### src/rtl/keypad_scanner.sv
// 4x4 matrix keypad scanner: walks an active-low row strobe, debounces presses and releases,
// and reports one key_valid pulse with a hex key code per accepted press.
module keypad_scanner #(
    parameter int unsigned SCAN_DIV        = 2400,
    parameter int unsigned DEBOUNCE_CYCLES = 480000
) (
    input  logic       clk,
    input  logic       reset,
    input  logic [3:0] col_n,
    output logic [3:0] row_n,
    output logic       key_valid,
    output logic [3:0] key_code,
    output logic       key_held
);

    localparam int unsigned DivW = (SCAN_DIV > 1) ? $clog2(SCAN_DIV) : 1;
    localparam int unsigned DbW  = (DEBOUNCE_CYCLES > 1) ? $clog2(DEBOUNCE_CYCLES) : 1;
    localparam logic [DivW-1:0] DivLast = DivW'(SCAN_DIV - 1);
    localparam logic [DbW-1:0]  DbLast  = DbW'(DEBOUNCE_CYCLES - 1);

    typedef enum logic [1:0] {StScan, StDebounce, StHeld, StRelease} state_e;

    state_e          state_q, state_d;
    logic [3:0]      col_meta_q, col_s_q;
    logic [1:0]      row_q, row_d;
    logic [DivW-1:0] div_cnt_q, div_cnt_d;
    logic [DbW-1:0]  db_cnt_q, db_cnt_d;
    logic [3:0]      cap_col_q, cap_col_d;
    logic            key_valid_q, key_valid_d;
    logic [3:0]      key_code_q, key_code_d;
    logic            key_held_q, key_held_d;
    logic [1:0]      low_idx;

    // Row 3 carries the '*' and '#' keys, encoded as E and F.
    function automatic logic [3:0] key_map(input logic [1:0] r, input logic [1:0] c);
        logic [3:0] code;
        case ({r, c})
            4'h0: code = 4'h1;
            4'h1: code = 4'h2;
            4'h2: code = 4'h3;
            4'h3: code = 4'hA;
            4'h4: code = 4'h4;
            4'h5: code = 4'h5;
            4'h6: code = 4'h6;
            4'h7: code = 4'hB;
            4'h8: code = 4'h7;
            4'h9: code = 4'h8;
            4'hA: code = 4'h9;
            4'hB: code = 4'hC;
            4'hC: code = 4'hE;
            4'hD: code = 4'h0;
            4'hE: code = 4'hF;
            default: code = 4'hD;
        endcase
        return code;
    endfunction

    // Lowest low column of the captured pattern selects the key.
    always_comb begin
        if (!cap_col_q[0]) begin
            low_idx = 2'd0;
        end else if (!cap_col_q[1]) begin
            low_idx = 2'd1;
        end else if (!cap_col_q[2]) begin
            low_idx = 2'd2;
        end else begin
            low_idx = 2'd3;
        end
    end

    always_comb begin
        state_d     = state_q;
        row_d       = row_q;
        div_cnt_d   = div_cnt_q;
        db_cnt_d    = db_cnt_q;
        cap_col_d   = cap_col_q;
        key_valid_d = 1'b0;
        key_code_d  = key_code_q;
        key_held_d  = key_held_q;

        case (state_q)
            StScan: begin
                if (div_cnt_q == DivLast) begin
                    div_cnt_d = '0;
                    if (col_s_q == 4'hF) begin
                        row_d = row_q + 2'd1;
                    end else begin
                        cap_col_d = col_s_q;
                        db_cnt_d  = '0;
                        state_d   = StDebounce;
                    end
                end else begin
                    div_cnt_d = div_cnt_q + DivW'(1);
                end
            end
            StDebounce: begin
                if (col_s_q != cap_col_q) begin
                    state_d   = StScan;
                    div_cnt_d = '0;
                    row_d     = row_q + 2'd1;
                end else if (db_cnt_q == DbLast) begin
                    state_d     = StHeld;
                    key_code_d  = key_map(row_q, low_idx);
                    key_valid_d = 1'b1;
                    key_held_d  = 1'b1;
                end else begin
                    db_cnt_d = db_cnt_q + DbW'(1);
                end
            end
            StHeld: begin
                if (col_s_q[low_idx]) begin
                    db_cnt_d   = '0;
                    key_held_d = 1'b0;
                    state_d    = StRelease;
                end
            end
            StRelease: begin
                // Any bounce restarts the quiet period; no path back to a new press from here.
                if (col_s_q != 4'hF) begin
                    db_cnt_d = '0;
                end else if (db_cnt_q == DbLast) begin
                    state_d   = StScan;
                    div_cnt_d = '0;
                    row_d     = row_q + 2'd1;
                end else begin
                    db_cnt_d = db_cnt_q + DbW'(1);
                end
            end
            default: begin
                state_d = StScan;
            end
        endcase
    end

    always_ff @(posedge clk or posedge reset) begin
        if (reset) begin
            col_meta_q  <= 4'hF;
            col_s_q     <= 4'hF;
            state_q     <= StScan;
            row_q       <= 2'd0;
            div_cnt_q   <= '0;
            db_cnt_q    <= '0;
            cap_col_q   <= 4'hF;
            key_valid_q <= 1'b0;
            key_code_q  <= 4'h0;
            key_held_q  <= 1'b0;
        end else begin
            col_meta_q  <= col_n;
            col_s_q     <= col_meta_q;
            state_q     <= state_d;
            row_q       <= row_d;
            div_cnt_q   <= div_cnt_d;
            db_cnt_q    <= db_cnt_d;
            cap_col_q   <= cap_col_d;
            key_valid_q <= key_valid_d;
            key_code_q  <= key_code_d;
            key_held_q  <= key_held_d;
        end
    end

    assign row_n     = ~(4'b0001 << row_q);
    assign key_valid = key_valid_q;
    assign key_code  = key_code_q;
    assign key_held  = key_held_q;

endmodule
### config.mk
export PLATFORM = sky130hd
export DESIGN_NAME = keypad_scanner
export DESIGN_NICKNAME = d
export VERILOG_FILES = /design/src/rtl/keypad_scanner.sv
export SDC_FILE = /design/constraint.sdc
export NUM_CORES = 1
export LEC_CHECK = 0
export ABC_CLOCK_PERIOD_IN_PS = 3100
export CAP_MARGIN = 20
export CORE_ASPECT_RATIO = 1.5
export CORE_MARGIN = 2
export CORE_UTILIZATION = 40
export CTS_CLUSTER_SIZE = 12
export DETAILED_ROUTE_END_ITERATION = 8
export MAX_ROUTING_LAYER = met4
export SYNTH_ARGS = -nofsm -noshare
export SYNTH_HDL_FRONTEND = slang
export SYNTH_SLANG_ARGS = --single-unit
### constraint.sdc
create_clock -name clk -period 3.1 [get_ports clk]
set_clock_uncertainty 0.05 [all_clocks]
set_input_delay 0.31 -clock clk [delete_from_list [all_inputs] [get_ports clk]]
set_output_delay 0.31 -clock clk [all_outputs]
set_load 0.05 [all_outputs]
## After elaboration in Yosys (flattened, before gate mapping)

Memory sizes are Yosys's and may differ from the RTL's. A register that Yosys moved wholly into a read port is not among the register bits.
Index checks and enable logic that the tools add are counted.

- $add $sub $neg: 3
- $lt $le $gt $ge: 1
- Eq/ne operators: 18
- Shift-type cells: 1
- Multiplexer cells: 38
- Bitwise operators: 3
- Reduce and logical (&&, ||, !) cells: 10

Operators with widths:

| cell | count |
|---|---|
| 19-bit 2-to-1 mux | 6 |
| 19-bit one-hot mux with 4 select lines | 1 |
| 12-bit 2-to-1 mux | 4 |
| 12-bit one-hot mux with 3 select lines | 1 |
| 2-bit 2-to-1 mux | 14 |
| 19-bit by 1-bit adder with 19-bit output, second input constant | 1 |
| 19-bit == test, second input constant | 1 |
| 2-bit inequality test, second input constant | 9 |
| 12-bit by 1-bit adder with 12-bit output, second input constant | 1 |
| 12-bit == test, second input constant | 1 |
| 4-bit AND reduction | 3 |
| 6-bit AND reduction | 2 |
| 1-bit 2-to-1 mux | 8 |
| 2-bit one-hot mux with 4 select lines | 1 |
| 2-bit one-hot mux with 3 select lines | 1 |
| 3-bit AND reduction | 2 |
| 2-bit == test, second input constant | 2 |
| 4-bit == test, second input constant | 1 |
| 4-bit inequality test | 1 |
| 4-bit inequality test, second input constant | 1 |
| 4-bit NOT | 1 |
| 1-bit by 2-bit left shift with 4-bit output, first input constant | 1 |
| 2-bit by 3-bit less-than comparator with 1-bit output, second input constant | 1 |
| 3-bit inequality test, second input constant | 1 |
| other kinds (8) | 9 |

- Register bits after elaboration: 49
- Bits in read-only memories: 64
- Input port bits: 6
- Output and inout port bits: 10
- Memories: 1

Memories:

| name | depth | width | read ports | clocked after memory_dff | wr ports | line | source |
|---|---|---|---|---|---|---|---|
| (name not given) | 16 | 4 | 1 | 1 | 0 | 37 | `case ({r, c})` |

## Longest topological paths before layout

Gate-level depths: netlist of the first run.

- Depth after elaboration: 7
- Mapped depth: 8

## Worst setup path before layout of the first run

Ideal clock, no wire load.

- Path kind: reg-to-reg
- From: register div_cnt_q[5]
- To: register db_cnt_q[13]
- Setup time: 0.078 ns
- Data arrival time: 2.456 ns
- Required time: 2.972 ns
- Path slack: 0.517 ns
- Stages on the path, launching flop included: 7
- Path buffers: 1
- Period minus slack after synthesis: 2.583 ns
- Cells stage by stage: dfrtp_1 > or4bb_1 > or4_4 > a211o_1 > buf_6 > or4_1 > a21oi_1

- Longest elaborated chain between the ends: 3

Ends and longest elaborated chain:

| element | line | source |
|---|---|---|
| start: declaration | 26 | `logic [DivW-1:0] div_cnt_q, div_cnt_d;` |
| start signal: assignment | 152 | `div_cnt_q <= div_cnt_d;` |
| 12-bit == test | 83 | `if (div_cnt_q == DivLast) begin` |
| 2-bit inequality test (no line) | - |  |
| 4-bit AND reduction (no line) | - |  |
| end signal: assignment | 153 | `db_cnt_q <= db_cnt_d;` |
| end: declaration | 27 | `logic [DbW-1:0] db_cnt_q, db_cnt_d;` |

Every way passes these cells.
A chain may end at the register's enable or synchronous reset.

## Worst setup path after layout of the first run

- From: register div_cnt_q[10]
- To: register db_cnt_q[5]

The elaborated chain is that of the path after synthesis.

==> reports/results.ini, run 1 <==
[grt]
grt_pass1_vias=2490
grt_max_degree=24
antenna_found_initial=0
grt_overflow=0
grt_util_all_layers=0.191
grt_pass1_wl_um=12100

[worst_hold_path]
hold_path_class=input pin to async pin

[detailed_routing]
drc=0
dr.first_iter.drc_count=130
antenna_left=0
via_per_inst=5.69
vias=2496
wl_per_cell_um=16.0
firstDrtPassIters=4
finalWirelength_um=7030

[critical_path]
worstPathCellList=or4bb_1, or4_4, a211o_1, or4_1, a21oi_1
crit_type=flip-flop to flip-flop
crit_buf_inv=0
critPathCaptureType=flip-flop
critPathMaxStageDelay_ns=0.58
cp_slowest_cell=or4_1
path_max_fanout=23
required_ns=3.27
crit_arrival_ns=3.02
startpoint_type=flip-flop
critPathTopFamily=simple AND/OR/NAND/NOR gates

[timing]
setup_viol=0
tns_ns=0
max_freq_ghz=0.351
rsz0062_at_grt=no
fin_crit_ns=2.85
final.period_utilization=0.920
maxSlewViolCount=0
tightestPinTransition_ns=0.853
finalHoldViolations=0
holdWs_ns=0.226
relSlewSlack=0.425

[placed_design]
routabilityCongestion=0.900
placed_cells=431
io_buffers=15
dp_hpwl_um=5220
placed_area_mm2=0.00336

[layout]
final_util=0.462
instances_no_fill=439
regArea_mm2=0.00134
layout.nets=353
drive_gt1_frac=0.154
multi_input_area_mm2=0.00158
fillers=719
area_growth_pct=13.7
design_area_mm2=0.00350
diodes=0

[power]
ir_drop_mv=0.222
p_leak_nw=1.45
p_per_area_mw_per_mm2=368

[synth]
synth-main-ff-cell=dfrtp_1
syn_inst=315
ys_warn_count=0
synth.distinct_cells=58
syn_area_per_cell_um2=9.77
ys_seq_area_frac=0.436
synth_top_area_cell=dfrtp_1
synth-edff-count=0
async_flop_share=1.00
synth_top_area_frac=0.333
synth_area_leaders=dfrtp_1 33%, dfstp_2 10%, a21oi_1 4.7%
synth_top_family_by_area=simple AND/OR/NAND/NOR gates
yosys.area_share.adder=0.0447
synth-seq-cells=53
muxShareOfSynthArea=0.0549
netlist_area_mm2=0.00308
synthXorXnorAreaFrac=0.0142
yosysMostFrequentCell=dfrtp_1
synth_nets=332
synth-compound-area-share=0.170
yosys-top-cells-count=41 x dfrtp_1, 29 x a21oi_1, 19 x nand2_1
synthSimpleGateAreaFrac=0.231

[clock_network]
cts_tree=built
clockBufferDepth=2
cts-htree-levels=2
insertion_delay_ns=0.30
cts_setup_buffers=0
clk_pin_slew_ns=0.07
cts_inserted_buffers=5
postCtsHoldBufs=0
cts_num_sinks=53
ctsResizeCount=0
clock-root-buffer=clkbuf_16

[floorplanning]
start_util=0.407
die_area_mm2=0.00842
coreArea_mm2=0.00756
rows=39
die_height_um=111
io_pins=16
fp.dieW_um=75.6

[job]
maxCapViolCount=0

[status]
outcome=finished clean

routing by layer:
| layer | GRT usage | vias to the layer above | part of all wire |
|---|---|---|---|
| li1 | - | 1241 | - |
| met1 | 0.221 | 1207 | 0.41 |
| met3 | 0.0353 | 12 | 0.031 |
| met5 | - | - | 0 |
| met4 | 0.0760 | 0 | 0.029 |
| met2 | 0.319 | 36 | 0.53 |
stage by stage:
| stage | worst slack, ns | total power [W] |
|---|---|---|
| after global routing | 0.0469 | 0.00133 |
| final | 0.249 | 0.00129 |
| after CTS | 0.255 | 0.00130 |
| after global placement | 0.333 | 0.000747 |
| after floorplan | 0.517 | 0.000732 |
| after detailed placement | 0.275 | 0.000748 |
final timing paths:
check	from	to	slack, ns	cells past startpoint
max	div_cnt_q[10]$_DFFE_PP0P_	db_cnt_q[5]$_DFFE_PP0P_	0.25	5
min	reset	db_cnt_q[5]$_DFFE_PP0P_	0.23	2
max reg2reg	div_cnt_q[10]$_DFFE_PP0P_	db_cnt_q[5]$_DFFE_PP0P_	0.25	5
min reg2reg	col_meta_q[1]$_DFF_PP1_	col_s_q[1]$_DFF_PP1_	0.31	0
max in group asynchronous	reset	cap_col_q[0]$_DFFE_PP1P_	2.12	3
min in group clk	col_meta_q[1]$_DFF_PP1_	col_s_q[1]$_DFF_PP1_	0.31	0
state kept, by name, summed over array words and instances, names as in the netlist, named ones only:
signal      flops
state_q         1
row_q           2
key_code        4
col_s_q         4
div_cnt_q      12
col_meta_q      4
db_cnt_q       19
cap_col_q       4
key_held        1
key_valid       1
logic make-up (layout without fill, tap and decap cells):
logic type | count (synthesis) | count (layout)
XOR/XNOR | 5 | 5
flip-flops | 53 | 53
adder cells (fa/ha/maj) | 11 | 11
AO/OA/AOI/OAI | 83 | 83
AND/OR/NAND/NOR | 118 | 118
multiplexers | 15 | 15
buffers and inverters | 30 | 52
worst reg2reg max path, delay by kind of cell, from the launching register on:
family,cells,cell delay (ns)
DFF,1,0.42
AOI/OAI and AO/OA,2,0.69
and+or+nand+nor,3,1.61
cell usage in the layout, fill, tap and decap left out, types with 2 or more instances in the layout:
cell type	synthesis	routed
a21o_1	2	2
a21oi_1	29	29
a31oi_1	4	4
a41oi_1	2	2
and3_1	5	5
and3_2	2	2
and4_1	6	6
buf_4	2	13
clkbuf_16	0	5
clkdlybuf4s50_1	0	15
clkinv_2	0	2
dfrtp_1	41	41
dfstp_2	12	12
ha_1	11	11
inv_1	16	15
mux2_2	5	5
mux2i_1	9	9
nand2_1	19	19
nand2b_1	6	6
nand3_1	18	18
nand4_1	10	10
nor2_1	9	9
nor3_1	9	9
nor4_1	2	2
o21ai_0	17	17
o2bb2ai_1	4	4
o31ai_1	13	13
o41ai_1	2	2
or2_2	2	2
or2b_2	2	2
or3_1	3	3
or4_1	13	13
xnor2_1	5	5
where the power goes:
part	switching, W	internal, W	total, W	leakage, nW
Combinational	0.0000186	0.0000101	0.0000287	0.693
Clock	0.000257	0.000298	0.000555	0.0706
Sequential	0.00000348	0.000701	0.000705	0.684
Total	0.000279	0.00101	0.00129	1.45
cell type report:
type                    instances  area share
clock buffers                   6      0.0369
clock inverters                 2     0.00286
inverters                      16      0.0172
multi-input cells             232       0.452
flip-flops and latches         53       0.384
well taps                     102      0.0365
repair buffers                 28      0.0708
(Power assumes the default switching activity.)
==> inputs of run 2 (changes only) <==
- SETUP_SLACK_MARGIN: not set -> 0.1
==> run 2 against run 1 <==
Sequential power hardly changed. Clock power hardly changed. Non-clock buffer count stayed put. Cell count stayed put. Hold slack better by 0.0025 ns. Utilization hardly changed. Largest power group unchanged. Highest routed layer unchanged. Design area hardly changed.
==> reports/results.ini, run 2 (synthesis results as in run 1) <==
[detailed_routing]
drc=0  ; unchanged
antenna_left=0  ; unchanged
finalWirelength_um=7020  ; -0.20%
wl_per_cell_um=16.0  ; -0.20%
via_per_inst=5.67  ; -0.20%
firstDrtPassIters=4  ; unchanged
dr.first_iter.drc_count=127  ; -2.3%
vias=2491  ; -0.20%

[timing]
fin_crit_ns=2.78  ; -0.0745 ns
max_freq_ghz=0.360  ; +2.7%
relSlewSlack=0.429  ; +0.00353
holdWs_ns=0.228  ; +0.00254 ns
rsz0062_at_grt=no
tns_ns=0  ; unchanged
finalHoldViolations=0  ; unchanged
final.period_utilization=0.896  ; -0.0240
setup_viol=0  ; unchanged
tightestPinTransition_ns=0.848  ; -0.00523 ns
maxSlewViolCount=0  ; unchanged

[floorplanning]
die_height_um=111  ; unchanged
io_pins=16  ; unchanged
start_util=0.407  ; unchanged
rows=39  ; unchanged
fp.dieW_um=75.6  ; unchanged
coreArea_mm2=0.00756  ; unchanged
die_area_mm2=0.00842  ; unchanged

[layout]
regArea_mm2=0.00134  ; unchanged
instances_no_fill=439  ; unchanged
largest_reg_flops=19  ; unchanged
regMostFlops=db_cnt_q
layout.nets=353  ; unchanged
multi_input_area_mm2=0.00158  ; about the same
area_growth_pct=13.7  ; about the same
final_common_cell=dfrtp_1
fillers=720  ; +0.14%
largestRegisters=db_cnt_q (19), div_cnt_q (12)
drive_gt1_frac=0.157  ; +0.00297
final_util=0.463  ; about the same
diodes=0  ; unchanged
final_cell_mix=41 x dfrtp_1, 29 x a21oi_1, 19 x nand2_1

[critical_path]
startpoint=div_cnt_q[10]$_DFFE_PP0P_
critPathTopFamily=simple AND/OR/NAND/NOR gates
r2r_cells=5  ; unchanged
endpoint=db_cnt_q[5]$_DFFE_PP0P_
path_max_fanout=23  ; unchanged
required_ns=3.26  ; about the same
worstPathCellList=or4bb_1, or4_4, a211o_2, or4_1, a21oi_1
crit_arrival_ns=2.94  ; -0.08 ns
critPathCaptureType=flip-flop
rr_startpoint=div_cnt_q[10]$_DFFE_PP0P_
cp_slowest_cell=or4bb_1
critPathMaxStageDelay_ns=0.56  ; -0.02 ns
path_depth=5  ; unchanged
crit_type=flip-flop to flip-flop
reg2reg_slack_ns=0.32  ; +0.07 ns
crit_buf_inv=0  ; unchanged
startpoint_type=flip-flop
r2r-end=db_cnt_q[5]$_DFFE_PP0P_

[clock_network]
postCtsHoldBufs=0  ; unchanged
insertion_delay_ns=0.30  ; about the same
clock-root-buffer=clkbuf_16
cts_inserted_buffers=5  ; unchanged
cts-htree-levels=2  ; unchanged
clockBufferDepth=2  ; unchanged
cts_setup_buffers=0  ; unchanged
cts_num_sinks=53  ; unchanged
clk_pin_slew_ns=0.07  ; about the same
cts_tree=built

[grt]
grt_max_degree=24  ; unchanged
grt_pass1_vias=2490  ; unchanged
antenna_found_initial=0  ; unchanged
grt_overflow=0  ; unchanged
grt_util_all_layers=0.191  ; unchanged
grt_pass1_wl_um=12100  ; unchanged

[placed_design]
routabilityCongestion=0.900  ; unchanged
io_buffers=15  ; unchanged
dp_hpwl_um=5220  ; unchanged
placed_cells=431  ; unchanged

[status]
outcome=finished clean

[job]
maxCapViolCount=0  ; unchanged

[power]
p_leak_nw=1.45  ; about the same
ir_drop_mv=0.219  ; -1.3%
p_per_area_mw_per_mm2=368  ; -0.15%

[worst_hold_path]
hold_path_class=input pin to async pin

-- run 2: what timing repair did --
item,CTS,global route
endpoints found under the setup margin,0,6
hold endpoints to repair,0,0
gates resized for setup,0,1
-- run 2: worst register-to-register path: stages (launching register included) --
cell and delay (ns):
dfrtp_1 0.42, or4bb_1 0.56, or4_4 0.46, a211o_2 0.46, or4_1 0.55, a21oi_1 0.19
-- run 2: area by class of cell --
type / instances / area share
flip-flops and latches: 53 / 0.383
inverters: 16 / 0.0172
repair buffers: 28 / 0.0708
clock buffers: 6 / 0.0368
multi-input cells: 232 / 0.452
well taps: 102 / 0.0365
clock inverters: 2 / 0.00286
-- run 2: worst min-delay path by stage --
stage / to / slack (ns) / start
final: db_cnt_q[5]$_DFFE_PP0P_ / 0.23 / reset
after global routing: db_cnt_q[5]$_DFFE_PP0P_ / 0.26 / reset
after CTS: db_cnt_q[5]$_DFFE_PP0P_ / 0.24 / reset
after detailed placement: col_s_q[1]$_DFF_PP1_ / 0.30 / col_meta_q[1]$_DFF_PP1_
after global placement: col_s_q[2]$_DFF_PP1_ / 0.30 / col_meta_q[2]$_DFF_PP1_
after floorplan: col_meta_q[0]$_DFF_PP1_ / 0.26 / col_n[0]
-- run 2: metal layers --
metal | vias up | global-route usage | wire length (um)
li1 | 1243 | - | -
met1 | 1197 | 0.221 | 2880
met2 | 39 | 0.319 | 3710
met3 | 12 | 0.0353 | 225
met4 | 0 | 0.0760 | 204
met5 | - | - | 0
-- run 2: power breakdown --
group / internal [W] / switching, W / total (W) / leakage [nW]
logic: 0.0000101 / 0.0000186 / 0.0000287 / 0.694
clock network: 0.000298 / 0.000256 / 0.000553 / 0.0706
registers: 0.000701 / 0.00000348 / 0.000705 / 0.684
-- run 2: per-stage QoR --
step	area, um2	power, W	setup WS [ns]
floorplan	3080	0.000732	0.517
global placement	3360	0.000747	0.333
detailed placement	3360	0.000748	0.275
CTS	3500	0.00130	0.255
global route	3500	0.00133	0.173
finish	3500	0.00129	0.323
